### config.mk
export PLATFORM = sky130hd
export DESIGN_NAME = chunked_seq_adder_flat
export DESIGN_NICKNAME = d
export VERILOG_FILES = /design/src/rtl/chunked_seq_adder_if.sv /design/src/rtl/chunked_seq_adder.sv /design/src/flat_wrapper.sv
export SDC_FILE = /design/constraint.sdc
export NUM_CORES = 1
export LEC_CHECK = 0
export CAP_MARGIN = 20
export CORE_MARGIN = 2
export CORE_UTILIZATION = 30
export CTS_CLUSTER_DIAMETER = 80
export DETAILED_ROUTE_END_ITERATION = 10
export PLACE_DENSITY = 0.56
export SETUP_SLACK_MARGIN = 0.3
export SLEW_MARGIN = 10
export SYNTH_ARGS = -nofsm -noshare
export SYNTH_HDL_FRONTEND = slang
export SYNTH_SLANG_ARGS = --single-unit
### constraint.sdc
create_clock -name clk -period 3.7 [get_ports clk]
set_clock_uncertainty 0.15 [all_clocks]
set_input_delay 0.555 -clock clk [delete_from_list [all_inputs] [get_ports clk]]
set_output_delay 0.555 -clock clk [all_outputs]
set_load 0.02 [all_outputs]
### src/rtl/chunked_seq_adder_if.sv
// Operand/result handshake bundle for chunked_seq_adder.
// Port v exists only when CHUNKED_ADDER_OVF_EN is defined.
interface chunked_seq_adder_if #(
  parameter int unsigned WIDTH = 8
);
  logic             in_valid;
  logic             in_ready;
  logic             sub;
  logic             cin;
  logic [WIDTH-1:0] a;
  logic [WIDTH-1:0] b;
  logic             out_valid;
  logic             out_ready;
  logic [WIDTH-1:0] s;
  logic             cout;
`ifdef CHUNKED_ADDER_OVF_EN
  logic             v;
`endif

  modport master (
    output in_valid, sub, cin, a, b, out_ready,
    input  in_ready, out_valid, s, cout
`ifdef CHUNKED_ADDER_OVF_EN
    , input v
`endif
  );

  modport slave (
    input  in_valid, sub, cin, a, b, out_ready,
    output in_ready, out_valid, s, cout
`ifdef CHUNKED_ADDER_OVF_EN
    , output v
`endif
  );
endinterface

### src/rtl/chunked_seq_adder.sv
// Multi-cycle adder/subtractor: WIDTH-bit operands summed CHUNK bits per clock.
// Define CHUNKED_ADDER_OVF_EN to add the signed-overflow output v.
module chunked_seq_adder #(
  parameter int unsigned WIDTH = 8,
  parameter int unsigned CHUNK = 2
) (
  input  logic               clk,
  input  logic               rst_n,
  chunked_seq_adder_if.slave bus
);
  localparam int unsigned NCH = WIDTH / CHUNK;
  localparam int unsigned IW  = (NCH > 1) ? $clog2(NCH) : 1;
  localparam int unsigned OW  = (WIDTH > 1) ? $clog2(WIDTH) : 1;
  localparam logic [IW-1:0] LAST = IW'(NCH - 1);

  typedef enum logic [1:0] {IDLE, RUN, DONE} state_t;

  state_t           state, state_d;
  logic             ready_d, valid_d;
  logic [WIDTH-1:0] a_q, b_q;
  logic             sub_q;
  logic             c;
  logic [IW-1:0]    idx;
  logic [OW-1:0]    ofs_c;
  logic [CHUNK-1:0] ca_c, cb_c, sum_c;
  logic [CHUNK:0]   full_c;
  logic             cy_c;
`ifdef CHUNKED_ADDER_OVF_EN
  logic             ovf_c;
`endif

  // Current chunk slice; subtraction inverts B and relies on the seeded carry.
  always_comb begin
    ofs_c  = OW'(32'(idx) * CHUNK);
    ca_c   = a_q[ofs_c +: CHUNK];
    cb_c   = b_q[ofs_c +: CHUNK] ^ {CHUNK{sub_q}};
    full_c = (CHUNK+1)'(ca_c) + (CHUNK+1)'(cb_c) + (CHUNK+1)'(c);
    sum_c  = full_c[CHUNK-1:0];
    cy_c   = full_c[CHUNK];
`ifdef CHUNKED_ADDER_OVF_EN
    // Carry into the MSB is recovered from the MSB sum bit.
    ovf_c  = (ca_c[CHUNK-1] ^ cb_c[CHUNK-1] ^ sum_c[CHUNK-1]) ^ cy_c;
`endif
  end

  // Next state plus next values of the registered handshake outputs.
  always_comb begin
    state_d = state;
    unique case (state)
      IDLE:    if (bus.in_valid)  state_d = RUN;
      RUN:     if (idx == LAST)   state_d = DONE;
      DONE:    if (bus.out_ready) state_d = IDLE;
      default:                    state_d = IDLE;
    endcase
    ready_d = (state_d == IDLE);
    valid_d = (state_d == DONE);
  end

  always_ff @(posedge clk or negedge rst_n) begin
    if (!rst_n) begin
      state         <= IDLE;
      bus.in_ready  <= 1'b1;
      bus.out_valid <= 1'b0;
    end else begin
      state         <= state_d;
      bus.in_ready  <= ready_d;
      bus.out_valid <= valid_d;
    end
  end

  // Operand capture and chunk-serial accumulation into the result register.
  always_ff @(posedge clk or negedge rst_n) begin
    if (!rst_n) begin
      a_q      <= '0;
      b_q      <= '0;
      sub_q    <= 1'b0;
      c        <= 1'b0;
      idx      <= '0;
      bus.s    <= '0;
      bus.cout <= 1'b0;
`ifdef CHUNKED_ADDER_OVF_EN
      bus.v    <= 1'b0;
`endif
    end else begin
      unique case (state)
        IDLE: begin
          if (bus.in_valid) begin
            a_q   <= bus.a;
            b_q   <= bus.b;
            sub_q <= bus.sub;
            c     <= bus.cin ^ bus.sub;
            idx   <= '0;
          end
        end
        RUN: begin
          bus.s[ofs_c +: CHUNK] <= sum_c;
          c                     <= cy_c;
          idx                   <= idx + IW'(1);
          if (idx == LAST) begin
            bus.cout <= cy_c;
`ifdef CHUNKED_ADDER_OVF_EN
            bus.v    <= ovf_c;
`endif
          end
        end
        default: ;
      endcase
    end
  end
endmodule

### src/flat_wrapper.sv
// flat-port wrapper written by rule: the top's interface ports become plain ports
module chunked_seq_adder_flat 
#(
  parameter int unsigned WIDTH = 8,
  parameter int unsigned CHUNK = 2
)
  (clk, rst_n, bus_in_valid, bus_sub, bus_cin, bus_a, bus_b, bus_out_ready, bus_in_ready, bus_out_valid, bus_s, bus_cout);
  chunked_seq_adder_if #(.WIDTH(WIDTH)) bus_i ();
  input  logic clk;
  input  logic rst_n;
  input wire logic [$bits(bus_i.in_valid)-1:0] bus_in_valid;
  input wire logic [$bits(bus_i.sub)-1:0] bus_sub;
  input wire logic [$bits(bus_i.cin)-1:0] bus_cin;
  input wire logic [$bits(bus_i.a)-1:0] bus_a;
  input wire logic [$bits(bus_i.b)-1:0] bus_b;
  input wire logic [$bits(bus_i.out_ready)-1:0] bus_out_ready;
  output wire logic [$bits(bus_i.in_ready)-1:0] bus_in_ready;
  output wire logic [$bits(bus_i.out_valid)-1:0] bus_out_valid;
  output wire logic [$bits(bus_i.s)-1:0] bus_s;
  output wire logic [$bits(bus_i.cout)-1:0] bus_cout;
  assign bus_i.in_valid = bus_in_valid;
  assign bus_i.sub = bus_sub;
  assign bus_i.cin = bus_cin;
  assign bus_i.a = bus_a;
  assign bus_i.b = bus_b;
  assign bus_i.out_ready = bus_out_ready;
  assign bus_in_ready = bus_i.in_ready;
  assign bus_out_valid = bus_i.out_valid;
  assign bus_s = bus_i.s;
  assign bus_cout = bus_i.cout;
  chunked_seq_adder #(.WIDTH(WIDTH), .CHUNK(CHUNK)) u_core (.clk(clk), .rst_n(rst_n), .bus(bus_i));
endmodule
==> metrics.md, run 1 <==
| Metric | Value |
|---|---|
| Status | finished, final reports clean |
| Hpwl dp | 2.25 mm |
| Final Instance Area | around 0.0021 mm2 |
| Critical-path top delay cell | dfrtp_1 |
| Setup_tns | 0 ns |
| Mapped Area | around 0.0016 mm2 |
| Synth Register Bits | 33 |
| Dpl cell area | 0.00200 mm2 |
| TritonCTS Buffers | 5 |
| Core Rows | 26 |
| Port bufs | 32 |
| Critical Path Stages | 5 |
| Post-CTS sizing | 0 |
| Register area share after synthesis | 50.5% |
| Hold path start | u_core.b_q[7] |
| Core area | 0.00517 mm2 |
| Slew HR | 63.5% |
| Largest net degree at the start of global routing | 34 |
| Fillers | ~470 |
| RR Startpoint | u_core.idx[0] |
| Critical path's most frequent cell | fa_1 |
| Worst r2r path cells | 5 |
| PD cells | 905 mW/mm2 |
| Vias per Instance | 4.59 |
| Worst Path Arrival | 2.91 ns |
| Area of the die | 0.00607 mm2 |
| Req. time, crit path | 3.73 ns |
| Worst Hold Class | flip-flop to flip-flop |
| Syn Area/Cell | ~15 um2 |
| Critical path, cell by cell | mux4_2, xor2_1, fa_1, fa_1, a22o_1 |
| Initial Utilization | 31.7% |
| CTS tree | yes |
| Synthesized Nets | 138 |
| Die span in y | 77.9 um |
| Drt initial violations | 29 |
| RSZ-0062 raised after global routing | no |
| Synth warnings | 0 |
| CP delay by family, top | adder cells |
| Tot GR Track Use | between 10% and 20% |
| CP Capture Type | flip-flop |
| # IOs | 33 |
| DRT antenna net count | 0 |
| CP max FO | 12 |
| Clock buffer depth | 2 |
| H-tree Lvls | 2 |
| Period utilization | 77.8% |
| Hold_ws | 0.357 ns |
| Post-route DRC | 0 |
| Synthesized instance count | about 110 |
| Slew Viols, Final | 0 |
| Worst setup path start | u_core.idx[0] |
| Placer Congestion | 0.716 |
| Sink Count | 33 |
| Static Leak | about 0.89 nW |
| Period minus WS final | slightly below 3 ns |
| Maximum vdd drop | 0.464 mV |
| Drt wl/cell | 13.7 um |
| Layout area overhead | 27.4% |
| Worst-Margin Slew | between 0.5 and 0.6 ns |
| Initial antenna violation count | 0 |
| Max stage delay on crit path | 0.69 ns |
| Die width | 77.9 um |
| Clk_lat worst skew | 0.29 ns |
| GRT Residual Overflow | 0 |
| Final core occ | about two fifths |
| Final net count | 174 |
| Drt pass-1 iters | 4 |
| Hold path depth | 1 |
| CTS clk-pin slew, worst paths | around 0.07 ns |
| Root Buffer | clkbuf_8 |
| Buffers & Inverters on Critical Path | 0 |
| # hold bufs at CTS | 0 |
| Fmax | 347 MHz |
| Max-Cap Viols | 0 |
| Yosys cell types | 26 |
| Post-CTS Setup Inserts | 0 |
| Routed WL | 2.94 mm |
| Fin. Hold Viols | 0 |
| CP startpoint kind | flip-flop |
| WS Path Type | flip-flop to flip-flop |
| ANT cells | 0 |
| Layout cells sized above 1 | 29.0% |
| First-pass GRT wire length | 5.15 mm |
| Number of global-route vias before repair | 1,094 |
| Final setup viols | 0 |
| Via Count | ~1,000 |
| Most frequent cells in the layout | clkdlybuf4s50_1, dfrtp_1, mux2_2, a22o_1, ha_1 |
## area by class of cell
cell class | instances | area (um2) | share of cell area, %
tap | 70 | 87.6 | 4.20
sequential | 33 | 827 | 39.6
timing repair buffer | 34 | 335 | 16.1
multi-input combinational | 67 | 743 | 35.6
clock buffer | 6 | 72.6 | 3.48
clock inverter | 2 | 10.0 | 0.480
inverter | 3 | 11.3 | 0.540
## worst reg2reg max path, cell delays in order (launching register included)
cell and delay, ns:
dfrtp_1 0.69, mux4_2 0.59, xor2_1 0.17, fa_1 0.41
fa_1 0.53, a22o_1 0.23
## where the power goes
group / switching, W / internal [W] / total (W)
registers: 0.000165 / 0.000531 / 0.000696
clock network: 0.000129 / 0.000130 / 0.000259
logic: 0.000431 / 0.000504 / 0.000935
total: 0.000724 / 0.00117 / 0.00189
## synthesized netlist by cell type, drive strengths merged
cell    instances  share of area [%]
and2b           1               0.53
dfstp           1                1.6
nand3b          4                4.1
inv             3               0.69
fa              2                2.4
o22a            1               0.53
nand2b          1               0.38
mux2i           1               0.61
a21oi           1               0.31
nand2           3               0.84
o21ai           3               0.92
nor4            1               0.76
nor3b           1               0.76
dfrtp          32                 49
xor2            3                1.6
nor2            4               0.92
buf             5                3.4
mux4            4                5.5
a22o            8                4.3
ha              6                4.6
mux2           18                 13
a22oi           2               0.92
nor4b           3                2.7
## registers in the layout (all words and copies together) (netlist names)
| name | count |
|---|---|
| u_core.bus.cout | 1 |
| u_core.c | 1 |
| u_core.idx | 2 |
| u_core.bus.in_ready | 1 |
| u_core.b_q | 8 |
| u_core.state | 2 |
| u_core.a_q | 8 |
| u_core.bus.s | 8 |
| u_core.bus.out_valid | 1 |
| u_core.sub_q | 1 |
## stage by stage
| step | instances | power [W] | setup slack [ns] |
|---|---|---|---|
| after floorplan | 108 | 0.00140 | 1.13 |
| after global placement | 207 | 0.00162 | 0.851 |
| after detailed placement | 207 | 0.00166 | 0.803 |
| after CTS | 215 | 0.00193 | 0.784 |
| after global routing | 215 | 0.00203 | 0.715 |
| final | 215 | 0.00189 | 0.820 |
## metal layers
metal	global-route usage [%]	wire length, um
met5	0	0
met4	4.82	57
met3	3.95	175
met2	18.3	1430
met1	13.0	1280
## final timing paths
path / slack [ns] / endpoint
setup / recovery: 0.82 / u_core.bus.s[7]
hold / removal: 0.36 / u_core.b_q[7]
setup reg to reg: 0.82 / u_core.bus.s[7]
hold reg to reg: 0.36 / u_core.b_q[7]
max in group asynchronous: 2.56 / u_core.bus.in_ready
min in group asynchronous: 0.52 / u_core.bus.out_valid
## logic make-up after synthesis
group           share of synthesized area, %
flops                                   50.5
mux                                     18.7
simple gates                            11.1
compound gates                          6.95
buf+inv                                 4.12
fa+ha+maj                               7.03
xor+xnor                                1.60
(Power assumes the default switching activity.)
==> inputs of run 2 (changes only) <==
==> constraint.sdc (replaced) <==
create_clock -name clk -period 2.8 [get_ports clk]
set_clock_uncertainty 0.15 [all_clocks]
set_input_delay 0.42 -clock clk [delete_from_list [all_inputs] [get_ports clk]]
set_output_delay 0.42 -clock clk [all_outputs]
set_load 0.02 [all_outputs]
==> run 2 against run 1 <==
Sequential cell count unchanged. Global-route usage decreased by 0.19 points. Via count increased by 2.1%. Utilization increased by 1.2 points. Clock power increased by 77%. Design area increased by 2.9%. Combinational power increased by 44%. Critical path depth unchanged. Total power increased by 42%. Fmax increased by 21%. Sequential power increased by 26%. Non-clock buffer count increased by 3. Critical path type unchanged.
==> metrics.md, run 2 (synthesis gave the netlist of run 1 again) <==
| Metric | Value |
|---|---|
| Most frequent cells in the layout | clkdlybuf4s50_1, dfrtp_1, mux2_2, a22o_1 |
| Worst r2r path cells | 5 |
| Clock buffer depth | 2 |
| WS Path Type | flip-flop to flip-flop |
| Core Rows | 26 |
| Setup_tns | 0 ns |
| Static Leak | 0.915 nW |
| Vias per Instance | 4.62 |
| RSZ-0062 raised after global routing | no |
| Max-Cap Viols | 0 |
| RR Startpoint | u_core.idx[0] |
| Initial Utilization | 31.7% |
| Layout area overhead | 31.2% |
| Worst Hold Class | flip-flop to flip-flop |
| ANT cells | 0 |
| Slew HR | 64.3% |
| GRT Residual Overflow | 0 |
| Maximum vdd drop | 0.594 mV |
| Drt initial violations | 34 |
| CTS clk-pin slew, worst paths | approximately 0.070 ns |
| CP max FO | 4 |
| Placer Congestion | 0.727 |
| CP startpoint kind | flip-flop |
| CP Capture Type | flip-flop |
| Worst setup path start | u_core.idx[0] |
| Period utilization | 85.4% |
| Hold_ws | 0.352 ns |
| Fmax | 418 MHz |
| Fin. Hold Viols | 0 |
| Req. time, crit path | between 2 and 3 ns |
| Tot GR Track Use | 10.9% |
| Final Instance Area | 0.00215 mm2 |
| Initial antenna violation count | 0 |
| Clk_lat worst skew | slightly below 0.3 ns |
| TritonCTS Buffers | 5 |
| Max stage delay on crit path | 0.52 ns |
| CTS tree | yes |
| Final core occ | 41.5% |
| Critical-path top delay cell | mux4_2 |
| Worst Path Arrival | roughly 2.4 ns |
| Die width | 77.9 um |
| Dpl cell area | 0.00202 mm2 |
| Port bufs | 32 |
| Largest registers | u_core.a_q x8, u_core.b_q x8, u_core.bus.s x8 |
| PD cells | 1250 mW/mm2 |
| Via Count | a little over 1,000 |
| Final setup viols | 0 |
| CP Capture Point | u_core.bus.s[7] |
| Slew Viols, Final | 0 |
| Critical path, cell by cell | mux4_2, xor2_1, fa_2, fa_2, a22o_1 |
| # hold bufs at CTS | 0 |
| First-pass GRT wire length | 5.05 mm |
| Fillers | 503 |
| DRT antenna net count | 0 |
| Status | finished, final reports clean |
| Core area | 0.00517 mm2 |
| Number of global-route vias before repair | 1,032 |
| Drt wl/cell | 13.9 um |
| Largest net degree at the start of global routing | 34 |
| Critical path's most frequent cell | fa_2 |
| Non-Filler Instances | 218 |
| Final net count | 177 |
| Cell count after placement | 209 |
| Routed WL | 3.03 mm |
| Post-route DRC | 0 |
| R2R Path End | u_core.bus.s[7] |
| Hold path start | u_core.bus.s[0] |
| Drt pass-1 iters | 2 |
| Worst-Margin Slew | about 0.54 ns |
| Worst R2R Setup Slack | 0.41 ns |
| Period minus WS final | 2.39 ns |
| # IOs | 33 |
| Hpwl dp | roughly 2.2 mm |
| H-tree Lvls | 2 |
| Die span in y | ~80 um |
| Sink Count | 33 |
| Area of the die | 0.00607 mm2 |
| Layout cells sized above 1 | 31.8% |
| Root Buffer | clkbuf_8 |
-- run 2: layout make-up --
cell class / count / area (um2) / area share (%)
inverters: 3 / 11.3 / 0.524
well taps: 70 / 87.6 / 4.08
repair buffers: 37 / 358 / 16.7
clock inverters: 1 / 30.0 / 1.40
clock buffers: 7 / 86.3 / 4.02
flip-flops and latches: 33 / 827 / 38.5
multi-input cells: 67 / 748 / 34.8
-- run 2: where the power goes --
part	switching (W)	internal, W	leakage (nW)
Combinational	0.000622	0.000724	0.450
Clock	0.000169	0.000290	0.0585
Sequential	0.000172	0.000702	0.407
Total	0.000963	0.00172	0.915
-- run 2: routing by layer --
| layer | share of wire, % | vias to the layer above | track usage, % | routed length (um) |
|---|---|---|---|---|
| met3 | 5.6 | 5 | 4.42 | 171 |
| met1 | 46 | 504 | 13.8 | 1390 |
| met5 | 0 | - | 0 | 0 |
| met4 | 1.6 | 0 | 3.75 | 48 |
| met2 | 47 | 29 | 16.8 | 1420 |
| li1 | - | 469 | - | - |
-- run 2: through the flow --
stage | total power (W) | setup WS (ns)
2_1_floorplan | 0.00186 | 0.294
3_3_place_gp | 0.00218 | 0.378
3_5_place_dp | 0.00223 | 0.321
4_1_cts | 0.00270 | 0.319
5_1_grt | 0.00288 | 0.328
6_report | 0.00268 | 0.410
-- run 2: worst min path at each step --
stage,endpoint,slack (ns),depth (start not counted)
final,u_core.bus.s[0],0.35,1
after floorplan,u_core.a_q[0],-0.03,0
after detailed placement,u_core.bus.s[0],0.34,1
after CTS,u_core.bus.s[0],0.36,1
after global placement,u_core.a_q[1],0.34,1
after global routing,u_core.a_q[4],0.36,1
-- run 2: what timing repair did --
item                       in CTS  in global routing
setup buffers                   0                  1
setup endpoints to repair       0                  6
gates resized for setup         0                  1
-- run 2: worst max-delay path: cells and delay by family (launching register included) --
family,cells,cell delay (ns)
mux,1,0.52
compound gates,1,0.20
fa+ha+maj,2,0.85
flops,1,0.39
xor+xnor,1,0.17
==> inputs of run 3 (changes only) <==
--- a/config.mk
+++ b/config.mk
@@ -11,7 +11,6 @@
 export CTS_CLUSTER_DIAMETER = 80
 export DETAILED_ROUTE_END_ITERATION = 10
 export PLACE_DENSITY = 0.56
-export SETUP_SLACK_MARGIN = 0.3
 export SLEW_MARGIN = 10
 export SYNTH_ARGS = -nofsm -noshare
 export SYNTH_HDL_FRONTEND = slang
==> run 3 against run 2 <==
Die area stayed put. Critical path depth stayed put. Design area is 2.2% lower.
==> metrics.md, run 3 (synthesis gave the netlist of run 1 again) <==
| Metric | Value |
|---|---|
| Status | finished, final reports clean |
| CTS clk-pin slew, worst paths | 0.07 ns |
| Static Leak | 0.899 nW |
| Root Buffer | clkbuf_8 |
| Fin. Hold Viols | 0 |
| Fillers | 496 |
| GRT Residual Overflow | 0 |
| First-pass GRT wire length | around 5.2 mm |
| FF/Latch Area | 827 um2 |
| Period utilization | 92.5% |
| H-tree Lvls | 2 |
| CP Capture Type | flip-flop |
| PD cells | 1200 mW/mm2 |
| DRT antenna net count | 0 |
| Initial antenna violation count | 0 |
| Drt wl/cell | approximately 14 um |
| WS Path Type | flip-flop to flip-flop |
| CP startpoint kind | flip-flop |
| Layout cells sized above 1 | between 20% and 30% |
| Non-Filler Instances | between 200 and 250 |
| Sink Count | 33 |
| Post-CTS sizing | 0 |
| Largest registers | u_core.a_q x8, u_core.b_q x8, u_core.bus.s x8 |
| Drt initial violations | 27 |
| Port bufs | 32 |
| Area of the multi-input gates | 743 um2 |
| ANT cells | 0 |
| Number of global-route vias before repair | 1,116 |
| Clk_lat worst skew | ~0.28 ns |
| Initial Utilization | 31.7% |
| Post-route DRC | 0 |
| Period minus WS final | 2.59 ns |
| Clock buffer depth | 2 |
| CTS tree | yes |
| Most frequent cells in the layout | clkdlybuf4s50_1, dfrtp_1, mux2_2, a22o_1, ha_1 |
| RSZ-0062 raised after global routing | no |
| # IOs | 33 |
| Worst Path Arrival | 2.61 ns |
| Core Rows | 26 |
| Die width | between 70 and 80 um |
| Placer Congestion | 0.739 |
| Die span in y | 77.9 um |
| Via Count | a little under 1,000 |
| Largest net degree at the start of global routing | 34 |
| Slew Viols, Final | 0 |
| Core area | between 0.005 and 0.006 mm2 |
| Area of the die | 0.00607 mm2 |
| Slew HR | 62.9% |
| Post-CTS Setup Inserts | 0 |
| Hpwl dp | 2.33 mm |
| Tot GR Track Use | 11.1% |
| Cell count after placement | 209 |
| Worst Hold Class | flip-flop to flip-flop |
| Max-Cap Viols | 0 |
| Setup_tns | 0 ns |
| Final setup viols | 0 |
| Worst-Margin Slew | 0.557 ns |
| Final net count | 176 |
| TritonCTS Buffers | 5 |
| # hold bufs at CTS | 0 |
| Layout area overhead | 28.3% |
| Fmax | between 300 and 400 MHz |
| Drt pass-1 iters | 2 |
| Maximum vdd drop | about 0.54 mV |
| CP max FO | 4 |
| Routed WL | 3.04 mm |
| Vias per Instance | 4.52 |
| Req. time, crit path | roughly 2.8 ns |
run 3: cell types whose count changed in the layout (fill, tap and decap cells not counted):
cell / previous run / this run
buf_4: 5 / 4
bufinv_16: 1 / 0
clkbuf_8: 6 / 5
clkinv_2: 0 / 2
fa_1: 0 / 2
fa_2: 2 / 0
run 3: routing by layer:
layer	global-route usage (%)	wire (um)
met1	13.8	1410
met2	18.4	1460
met3	3.60	143
met4	3.39	22
met5	0	0
run 3: cell type report:
| cell class | count | area share, % |
|---|---|---|
| clock inverter | 2 | 0.476 |
| sequential | 33 | 39.3 |
| tap | 70 | 4.17 |
| inverter | 3 | 0.536 |
| clock buffer | 6 | 3.45 |
| timing repair buffer | 36 | 16.7 |
| multi-input combinational | 67 | 35.4 |
run 3: worst paths after layout:
| check | start | endpoint | slack (ns) | cells past startpoint |
|---|---|---|---|---|
| worst max-delay path | u_core.idx[0] | u_core.bus.s[1] | 0.21 | 5 |
| worst min-delay path | u_core.bus.s[3] | u_core.bus.s[3] | 0.35 | 1 |
| worst max register to register | u_core.idx[0] | u_core.bus.s[1] | 0.21 | 5 |
| worst min register to register | u_core.bus.s[3] | u_core.bus.s[3] | 0.35 | 1 |
| max in group asynchronous | rst_n | u_core.bus.in_ready | 1.78 | 2 |
| min in group asynchronous | rst_n | u_core.sub_q | 0.40 | 2 |
run 3: power by group:
| group | internal [W] | total, W | leakage [nW] | switching [W] |
|---|---|---|---|---|
| Combinational | 0.000686 | 0.00131 | 0.447 | 0.000624 |
| Sequential | 0.000702 | 0.000882 | 0.407 | 0.000180 |
| Clock | 0.000172 | 0.000340 | 0.0450 | 0.000168 |
| Total | 0.00156 | 0.00253 | 0.899 | 0.000972 |
run 3: per-stage QoR:
stage	instance area, um2	utilization, %	total power, W	setup WS, ns	hold WS [ns]
finish	2100	40.6	0.00253	0.209	0.352
global route	2100	40.6	0.00272	0.101	0.378
CTS	2100	40.6	0.00258	0.185	0.360
detailed placement	2020	39.0	0.00223	0.205	0.345
global placement	2020	39.0	0.00218	0.243	0.339
floorplan	1640	-	0.00185	0.233	-0.0256
run 3: critical path: stages (launching register included):
cell	delay, ns
dfrtp_1	0.45
mux4_2	0.54
xor2_1	0.17
fa_1	0.40
fa_1	0.53
a22o_1	0.24
